**src/rtl/uart_rx_fifo_if.sv**
```systemverilog
// Bus between the UART receiver / host and the receive FIFO.
// Handshake: Push_Data is a one-cycle strobe with no back-pressure. A push
// that cannot be stored is dropped and flagged on FIFO_Overflow. Pop_Data is
// level-sampled; each cycle it is high with Count > 0 pops one entry, and
// that entry is visible on Data_Out/Err_Out the following cycle.
interface uart_rx_fifo_if #(
   parameter int DATA_BITS  = 8,
   parameter int FIFO_WIDTH = 8
);
   logic                  Push_Data;
   logic [DATA_BITS-1:0]  Data_In;
   logic [2:0]            Err_In;
   logic                  Pop_Data;
   logic [DATA_BITS-1:0]  Data_Out;
   logic [2:0]            Err_Out;
   logic                  FIFO_Empty;
   logic                  FIFO_Full;
   logic                  FIFO_Overflow;
   logic                  RTS;
   logic [FIFO_WIDTH:0]   Count;
   logic                  Rts_Hold_Dbg;   // RTS state machine: 1 = HOLD, 0 = SEND

   modport slave (
      input  Push_Data, Data_In, Err_In, Pop_Data,
      output Data_Out, Err_Out, FIFO_Empty, FIFO_Full, FIFO_Overflow, RTS,
             Count, Rts_Hold_Dbg
   );

   modport master (
      output Push_Data, Data_In, Err_In, Pop_Data,
      input  Data_Out, Err_Out, FIFO_Empty, FIFO_Full, FIFO_Overflow, RTS,
             Count, Rts_Hold_Dbg
   );
endinterface

```
**src/rtl/uart_rx_fifo.sv**
```systemverilog
// UART receive FIFO: circular buffer of {err, data} frames with registered
// pop output, Empty/Full/Overflow flags and RTS flow control with hysteresis.
// Optional feature macro: UART_RX_FIFO_ERR_DROP_EN -- when defined, frames
// with a non-zero error code are discarded at the push side.
module uart_rx_fifo #(
   parameter int DATA_BITS  = 8,
   parameter int FIFO_WIDTH = 8
) (
   input  logic           Clk,
   input  logic           Rst,
   uart_rx_fifo_if.slave  bus
);
   localparam int ENTRIES = 2 ** FIFO_WIDTH;
   localparam int CNT_W   = FIFO_WIDTH + 1;
   localparam int WORD_W  = DATA_BITS + 3;

   localparam logic [CNT_W-1:0] CNT_MAX  = CNT_W'(ENTRIES);
   localparam logic [CNT_W-1:0] FULL_TH  = CNT_W'(ENTRIES / 2 + 1);
   localparam logic [CNT_W-1:0] LOW_TH   = CNT_W'(ENTRIES / 4);
   localparam logic [CNT_W-1:0] CNT_ZERO = '0;
   localparam logic [CNT_W-1:0] CNT_ONE  = CNT_W'(1);

   typedef enum logic {
      RTS_SEND = 1'b0,
      RTS_HOLD = 1'b1
   } rts_state_e;

   logic [WORD_W-1:0]     mem [ENTRIES];

   logic [FIFO_WIDTH-1:0] wr_ptr_q, wr_ptr_d;
   logic [FIFO_WIDTH-1:0] rd_ptr_q, rd_ptr_d;
   logic [CNT_W-1:0]      count_q, count_d;
   logic [DATA_BITS-1:0]  data_out_q, data_out_d;
   logic [2:0]            err_out_q, err_out_d;
   logic                  empty_q, empty_d;
   logic                  full_q, full_d;
   logic                  ovf_q, ovf_d;
   rts_state_e            state_q, state_d;

   logic                  err_ok;
   logic                  pop_acc;
   logic                  push_acc;
   logic                  push_drop;
   logic [WORD_W-1:0]     rd_word;

   // Accept/drop decisions for this cycle's push and pop.
   always_comb begin
`ifdef UART_RX_FIFO_ERR_DROP_EN
      err_ok = (bus.Err_In == 3'b000);
`else
      err_ok = 1'b1;
`endif
      pop_acc   = bus.Pop_Data && (count_q != CNT_ZERO);
      // A pop in the same cycle frees the head slot, so a full FIFO still accepts.
      push_acc  = bus.Push_Data && err_ok && ((count_q < CNT_MAX) || pop_acc);
      push_drop = bus.Push_Data && err_ok && (count_q == CNT_MAX) && !pop_acc;
      rd_word   = mem[rd_ptr_q];
   end

   // Next pointers, count, output register and flags derived from next count.
   always_comb begin
      wr_ptr_d   = wr_ptr_q;
      rd_ptr_d   = rd_ptr_q;
      count_d    = count_q;
      data_out_d = data_out_q;
      err_out_d  = err_out_q;
      ovf_d      = ovf_q;

      if (push_acc) begin
         wr_ptr_d = wr_ptr_q + 1'b1;
      end
      if (pop_acc) begin
         rd_ptr_d   = rd_ptr_q + 1'b1;
         data_out_d = rd_word[DATA_BITS-1:0];
         // With error dropping enabled only error-free frames are stored,
         // so this field is then always zero.
         err_out_d  = rd_word[WORD_W-1:DATA_BITS];
         ovf_d      = 1'b0;
      end
      if (push_drop) begin
         ovf_d = 1'b1;
      end

      if (push_acc && !pop_acc) begin
         count_d = count_q + CNT_ONE;
      end else if (pop_acc && !push_acc) begin
         count_d = count_q - CNT_ONE;
      end

      empty_d = (count_d == CNT_ZERO);
      full_d  = (count_d >= FULL_TH);
   end

   // RTS hysteresis: drop at the Full threshold, reassert at quarter occupancy.
   always_comb begin
      state_d = state_q;
      case (state_q)
         RTS_SEND: if (count_d >= FULL_TH) state_d = RTS_HOLD;
         RTS_HOLD: if (count_d <= LOW_TH)  state_d = RTS_SEND;
         default:  state_d = RTS_SEND;
      endcase
   end

   // Control and output registers with synchronous active-low reset.
   always_ff @(posedge Clk) begin
      if (!Rst) begin
         wr_ptr_q   <= '0;
         rd_ptr_q   <= '0;
         count_q    <= '0;
         data_out_q <= '0;
         err_out_q  <= '0;
         empty_q    <= 1'b1;
         full_q     <= 1'b0;
         ovf_q      <= 1'b0;
         state_q    <= RTS_SEND;
      end else begin
         wr_ptr_q   <= wr_ptr_d;
         rd_ptr_q   <= rd_ptr_d;
         count_q    <= count_d;
         data_out_q <= data_out_d;
         err_out_q  <= err_out_d;
         empty_q    <= empty_d;
         full_q     <= full_d;
         ovf_q      <= ovf_d;
         state_q    <= state_d;
      end
   end

   // Storage array; contents survive reset, only the pointers are cleared.
   always_ff @(posedge Clk) begin
      if (Rst && push_acc) begin
         mem[wr_ptr_q] <= {bus.Err_In, bus.Data_In};
      end
   end

   assign bus.Data_Out      = data_out_q;
   assign bus.Err_Out       = err_out_q;
   assign bus.Count         = count_q;
   assign bus.FIFO_Empty    = empty_q;
   assign bus.FIFO_Full     = full_q;
   assign bus.FIFO_Overflow = ovf_q;
   assign bus.RTS           = (state_q == RTS_SEND);
   assign bus.Rts_Hold_Dbg  = (state_q == RTS_HOLD);
endmodule

```
**src/flat_wrapper.sv**
```systemverilog
// flat-port wrapper written by rule: the top's interface ports become plain ports
module uart_rx_fifo_flat 
#(
   parameter int DATA_BITS  = 8,
   parameter int FIFO_WIDTH = 8
)
  (Clk, Rst, bus_Push_Data, bus_Data_In, bus_Err_In, bus_Pop_Data, bus_Data_Out, bus_Err_Out, bus_FIFO_Empty, bus_FIFO_Full, bus_FIFO_Overflow, bus_RTS, bus_Count, bus_Rts_Hold_Dbg);
  uart_rx_fifo_if #(.DATA_BITS(DATA_BITS), .FIFO_WIDTH(FIFO_WIDTH)) bus_i ();
  input  logic Clk;
  input  logic Rst;
  input wire logic [$bits(bus_i.Push_Data)-1:0] bus_Push_Data;
  input wire logic [$bits(bus_i.Data_In)-1:0] bus_Data_In;
  input wire logic [$bits(bus_i.Err_In)-1:0] bus_Err_In;
  input wire logic [$bits(bus_i.Pop_Data)-1:0] bus_Pop_Data;
  output wire logic [$bits(bus_i.Data_Out)-1:0] bus_Data_Out;
  output wire logic [$bits(bus_i.Err_Out)-1:0] bus_Err_Out;
  output wire logic [$bits(bus_i.FIFO_Empty)-1:0] bus_FIFO_Empty;
  output wire logic [$bits(bus_i.FIFO_Full)-1:0] bus_FIFO_Full;
  output wire logic [$bits(bus_i.FIFO_Overflow)-1:0] bus_FIFO_Overflow;
  output wire logic [$bits(bus_i.RTS)-1:0] bus_RTS;
  output wire logic [$bits(bus_i.Count)-1:0] bus_Count;
  output wire logic [$bits(bus_i.Rts_Hold_Dbg)-1:0] bus_Rts_Hold_Dbg;
  assign bus_i.Push_Data = bus_Push_Data;
  assign bus_i.Data_In = bus_Data_In;
  assign bus_i.Err_In = bus_Err_In;
  assign bus_i.Pop_Data = bus_Pop_Data;
  assign bus_Data_Out = bus_i.Data_Out;
  assign bus_Err_Out = bus_i.Err_Out;
  assign bus_FIFO_Empty = bus_i.FIFO_Empty;
  assign bus_FIFO_Full = bus_i.FIFO_Full;
  assign bus_FIFO_Overflow = bus_i.FIFO_Overflow;
  assign bus_RTS = bus_i.RTS;
  assign bus_Count = bus_i.Count;
  assign bus_Rts_Hold_Dbg = bus_i.Rts_Hold_Dbg;
  uart_rx_fifo #(.DATA_BITS(DATA_BITS), .FIFO_WIDTH(FIFO_WIDTH)) u_core (.Clk(Clk), .Rst(Rst), .bus(bus_i));
endmodule
```
**config.mk**
```make
export PLATFORM = sky130hd
export DESIGN_NAME = uart_rx_fifo_flat
export DESIGN_NICKNAME = d
export VERILOG_FILES = /design/src/rtl/uart_rx_fifo_if.sv /design/src/rtl/uart_rx_fifo.sv /design/src/flat_wrapper.sv
export SDC_FILE = /design/constraint.sdc
export NUM_CORES = 2
export LEC_CHECK = 0
export CORE_ASPECT_RATIO = 1.5
export CORE_MARGIN = 4
export CORE_UTILIZATION = 55
export CTS_CLUSTER_DIAMETER = 60
export DETAILED_ROUTE_END_ITERATION = 10
export MAX_ROUTING_LAYER = met4
export PLACE_DENSITY = 0.71
export RECOVER_POWER = 50
export SETUP_SLACK_MARGIN = 0.02
export SLEW_MARGIN = 20
export SYNTH_ARGS = -nofsm -noshare
export SYNTH_HDL_FRONTEND = slang
export SYNTH_SLANG_ARGS = --single-unit
export TNS_END_PERCENT = 30
```
**constraint.sdc**
```tcl
create_clock -name Clk -period 7.3 [get_ports Clk]
set_input_delay 1.46 -clock Clk [delete_from_list [all_inputs] [get_ports Clk]]
set_output_delay 1.46 -clock Clk [all_outputs]
set_load 0.1 [all_outputs]
```
After elaboration in Yosys (flattened, before gate mapping)
Memories as Yosys holds them, arrays and structs flattened. A register that Yosys moved wholly into a read port is not among the register bits.
Index checks and enable logic that the tools add are counted.
{"block": "op_classes", "n_addsub": 4, "magnitude_cmp": 3, "n_eq_ne": 1, "muxes": 9, "bitwise_logic": 1, "n_reduce_logical": 14}
{"op": "$mux 9", "n": 2}
{"op": "$add 8x1->8 const B", "n": 2}
{"op": "$add 9x1->9 const B", "n": 1}
{"op": "$eq 9x9->1 const B", "n": 1}
{"op": "$ge 9x8->1 const B", "n": 1}
{"op": "$le 9x7->1 const B", "n": 1}
{"op": "$logic_not 9->1", "n": 1}
{"op": "$lt 9x9->1 const B", "n": 1}
{"op": "$reduce_bool 9->1", "n": 1}
{"op": "$sub 9x1->9 const B", "n": 1}
{"op": "$logic_and 1x1->1", "n": 7}
{"op": "$mux 1", "n": 6}
{"op": "$logic_not 1->1", "n": 3}
{"op": "$pmux 1 s2", "n": 1}
{"op": "$reduce_bool 2->1", "n": 1}
{"op": "$logic_or 1x1->1", "n": 1}
{"op": "$not 1->1", "n": 1}
{"block": "word_totals", "regBits": 29, "mem_bits_rw": 2816, "output_inout_bits": 25, "memories": 1}
{"memory": "u_core.mem", "depth": 256, "width": 11, "rd": 1, "rd_ports_with_merged_regs": 1, "wr": 1, "line": "uart_rx_fifo.sv:28", "source": "logic [WORD_W-1:0] mem [ENTRIES];"}

Depth between registers and ports, before layout
{"block": "depth", "depth_word": 11, "mapped_depth": 13, "depth_no_buf": 9}

Least setup slack after synthesis
OpenSTA, ideal clock, no wires.
{"block": "synth_timing", "path_kind": "input -> register", "start": "in bus_Pop_Data", "end": "mem u_core.mem[100][0] (netlist bit), enable pin", "setup_ps": 378, "t_arrival_ps": 3137, "required_ps": 6922, "slack_ps": 3785, "cell_stages": 8, "path_cell_list": "inv_1 -> nand2_1 -> and2_1 -> clkbuf_1 -> clkbuf_1 -> nand3_1 -> clkbuf_1 -> nor2_1"}
{"block": "synth_via", "elab_chain_cells": 6}
{"element": "start, declared", "line": "flat_wrapper.sv:14", "source": "input wire logic [$bits(bus_i.Pop_Data)-1:0] bus_Pop_Data;"}
{"element": "$logic_and 1x1->1", "line": "uart_rx_fifo.sv:53", "source": "pop_acc = bus.Pop_Data && (count_q != CNT_ZERO);"}
{"element": "$logic_or 1x1->1", "line": "uart_rx_fifo.sv:55", "source": "push_acc = bus.Push_Data && err_ok && ((count_q < CNT_MAX) || pop_acc);"}
{"element": "$logic_and 1x1->1", "line": "uart_rx_fifo.sv:55"}
{"element": "$logic_and 1x1->1", "line": "uart_rx_fifo.sv:131", "source": "if (Rst && push_acc) begin"}
{"element": "$mux 1", "line": "uart_rx_fifo.sv:131"}
{"element": "$mux 1 (implied by the code)", "line": "uart_rx_fifo.sv:132", "source": "mem[wr_ptr_q] <= {bus.Err_In, bus.Data_In};"}
{"element": "end, declared", "line": "uart_rx_fifo.sv:28"}
Every way passes these cells.

Worst setup path in the final report
{"block": "layout_timing", "start": "in bus_Data_In[6]", "end": "mem u_core.mem[41][6] (netlist bit), data pin"}
{"element": "start, declared", "line": "flat_wrapper.sv:12", "source": "input wire logic [$bits(bus_i.Data_In)-1:0] bus_Data_In;"}
Straight into the memory's write port.

==> run metrics <==
status finished with violations; failing checks capacitance limit, slew limit; CTS resizes 0; Hold Path Sink u_core.bus.FIFO_Overflow$_SDFFE_PN0P_; DRC 0; Avg WL per Cell 37.0 um; cells along the critical path clkbuf_1 -> buf_12; P_leak 0.0366 uW; Detailed Route WL 305 mm; CTS tree built; top layer reached by signal wires met4; Post-synth EDFFs 2816; final hold vios 0; fin util 61.1%; CTS buffer count 235; Slowest-stage cell, CP clkbuf_1; synthesized flop and latch total 2856; Critical Path End Type flip-flop; worst-case reg-to-reg path depth 8; max incr delay on CP 3.96 ns; Mapped Cells 5256; total gr overflow 0; RR Endpoint u_core.bus.Err_Out[0]$_SDFFE_PN0P_; Die H 558 um; nets@finish 5416; wl on met1 103 mm; worst hold stages 2; clk slew on worst S/H paths 0.07 ns; fmax 174 MHz; core area 200000 sq um; Worst EP arrival 6.27 ns; min Tclk post-route 5.76 ns; syn_nets 5279; hpwl dp 186 mm; initial core utilization 55.4%; Setup CP Type input pin to flip-flop; total number of vias 56700; initial antenna violation count 6; CTS root buf clkbuf_16; Synth Flop Type edfxtp_1; Net Sw Frac 25.3%; YS warnings 0; Routed Antenna Nets 0; # hold bufs at CTS 0; drt first pass iters 8; boundary pin count 40; measured slew at the worst slew-check pin 5.79 ns; max-cap viol count 16; setup ws final 1.54 ns; Final period util 78.9%; crit start category input pin; pre-CTS WS 1.90 ns; cell family with most CP delay buffers and inverters; P_int 27900 uW; Setup Skew 0.0460 ns; Chip Width 375 um; via density per instance 6.90; first-pass GRT wire length 429 mm; Post CTS Setup Buffer Count 0; critical path depth in cells 2; metal3 WL 33.3 mm; die area 209000 sq um; Hold WS 0.479 ns; # setup viols final 0; fraction of layout cells with a size suffix above 1 22.1%; Initial DRC Count 9142; Mean Syn Cell Area 21.1 sq um; CP Max Fanout 160; Comb pwr share 16.0%; gpl congestion 0.954; clock sinks 2856; setup TNS 0 ns; worst hold-check path type flip-flop to flip-flop; Yosys cell types 85; PwrDens 305 nW/um^2; Worst VDD drop 0.217 mV; gr usage total 29.9%; HP Start u_core.bus.FIFO_Overflow$_SDFFE_PN0P_; Core Rows 201; register share of total power 48.9%; async set-reset flop share out of synthesis 0%; worst path bufs/invs 2; Clk pwr share 35.1%; Slew HR -286%; Final Max Tran Viols 1317; vias in the first global route 55800; reg2reg start u_core.rd_ptr_q[0]$_SDFFE_PN0P_; worst endpoint required time 7.81 ns; FF-to-FF setup slack 2.45 ns; Area growth, synth to finish 10.2%; clk_lat worst skew 0.88 ns; htree depth 4; Psw 9450 uW; Port Buffer Count 39; largest net degree at the start of global routing 172; synthesized area 111000 sq um; RSZ-0062 raised after global routing false; Clock Path Buffers 4; wire length on met2 148 mm; Seq/Total Area, Yosys 76.8%
-- power by group through the flow --
stage               sequential [uW]  clock (uW)  combinational (uW)
floorplan                     18800           0                3940
global placement              18600           0                5920
detailed placement            18600           0                5970
CTS                           18200       13200                5990
global route                  18300       13900                6210
finish                        18300       13100                5980
-- layout make-up --
| cell class | count | area [sq um] |
|---|---|---|
| sequential | 2856 | 85400 |
| antenna | 7 | 17.5 |
| clock buffer | 274 | 6130 |
| inverter | 13 | 51.3 |
| timing repair buffer | 203 | 1800 |
| multi-input combinational | 2084 | 23900 |
| tap | 2639 | 3300 |
| clock inverter | 154 | 1820 |
| fill | 13300 | 78000 |
-- flip-flops by register name, indices dropped and copies added, names as in the netlist --
signal                    count
u_core.mem                 2816
u_core.rd_ptr_q               8
u_core.bus.FIFO_Empty         1
u_core.bus.Rts_Hold_Dbg       1
u_core.bus.FIFO_Full          1
u_core.bus.FIFO_Overflow      1
u_core.wr_ptr_q               8
u_core.bus.Count              9
u_core.bus.Err_Out            3
u_core.bus.Data_Out           8
-- metal layers --
metal  vias to the layer above  track usage, %
met4                         0            16.1
met3                       875            6.32
met2                      4086            46.4
met5                         -               -
met1                     29500            37.5
li1                      22200               -
-- worst reg2reg max path, delay by kind of cell, from the launching register on --
| family | cells | cell delay [ns] |
|---|---|---|
| buffers and inverters | 2 | 1.03 |
| AND/OR/NAND/NOR | 1 | 0.21 |
| multiplexers | 2 | 1.17 |
| AO/OA/AOI/OAI | 3 | 1.31 |
| flip-flops | 1 | 0.97 |
-- cells in the final DEF, fill, tap and decap left out, types with 21 or more instances in the layout --
| master | instances |
|---|---|
| dfxtp_1 | 33 |
| nand3_1 | 43 |
| clkbuf_16 | 240 |
| a211oi_1 | 34 |
| mux2i_1 | 278 |
| a21oi_1 | 88 |
| bufinv_16 | 39 |
| clkdlybuf4s50_1 | 26 |
| nor2_1 | 301 |
| clkbuf_1 | 47 |
| clkinv_2 | 37 |
| o22ai_1 | 54 |
| clkinv_1 | 40 |
| buf_4 | 132 |
| edfxtp_1 | 2816 |
| o221ai_1 | 34 |
| nor2_2 | 23 |
| a31oi_1 | 21 |
| a221oi_1 | 40 |
| mux4_2 | 630 |
| o21ai_0 | 55 |
| nand2_1 | 105 |
| a22oi_1 | 58 |
| nor2b_1 | 22 |
-- metrics by stage --
step / std cells / cell area (sq um) / power [uW]
final: 8230 / 122000 / 37400
after global routing: 8230 / 122000 / 38400
after CTS: 8223 / 123000 / 37400
after detailed placement: 7795 / 115000 / 24600
after global placement: 7795 / 115000 / 24500
after floorplan: 5256 / 111000 / 22800
-- synthesized netlist by cell type, drive strengths merged (16+ instances only) --
cell type,number,share of area [%]
nor2,325,1.1
o221ai,34,0.27
nor3,20,0.090
nand2,105,0.35
dfxtp,40,0.72
buf,206,1.4
and2,27,0.15
edfxtp,2816,76
a21oi,89,0.40
nor2b,26,0.15
clkbuf,97,0.33
a22oi,58,0.39
nand4,16,0.096
a221oi,40,0.32
o21ai,67,0.30
a31oi,21,0.12
a211oi,34,0.23
o22ai,54,0.30
nand3,54,0.25
mux2,17,0.17
xnor2,17,0.13
mux4,631,13
mux2i,278,2.5
-- worst max-delay path by stage --
stage / slack [ns] / startpoint / end
2_1_floorplan: 3.78 / bus_Pop_Data / u_core.mem[100][0]$_DFFE_PP_
3_3_place_gp: 1.98 / bus_Pop_Data / u_core.mem[99][5]$_DFFE_PP_
3_5_place_dp: 1.90 / bus_Pop_Data / u_core.mem[19][1]$_DFFE_PP_
4_1_cts: 2.68 / u_core.rd_ptr_q[0]$_SDFFE_PN0P_ / u_core.bus.Data_Out[6]$_SDFFE_PN0P_
5_1_grt: 1.31 / bus_Data_In[0] / u_core.mem[67][0]$_DFFE_PP_
6_report: 1.54 / bus_Data_In[6] / u_core.mem[41][6]$_DFFE_PP_
-- cell families (layout without fill, tap and decap cells) --
logic type	count (synthesis)	count (layout)	synth area share (%)
buffers and inverters	316	644	1.75
flip-flops	2856	2856	76.8
other	0	7	0
adder cells (fa/ha/maj)	8	8	0.0901
multiplexers	926	926	15.5
XOR/XNOR	18	18	0.142
AO/OA/AOI/OAI	500	500	3.14
AND/OR/NAND/NOR	632	632	2.57
Power figures use the tool's default switching activity.
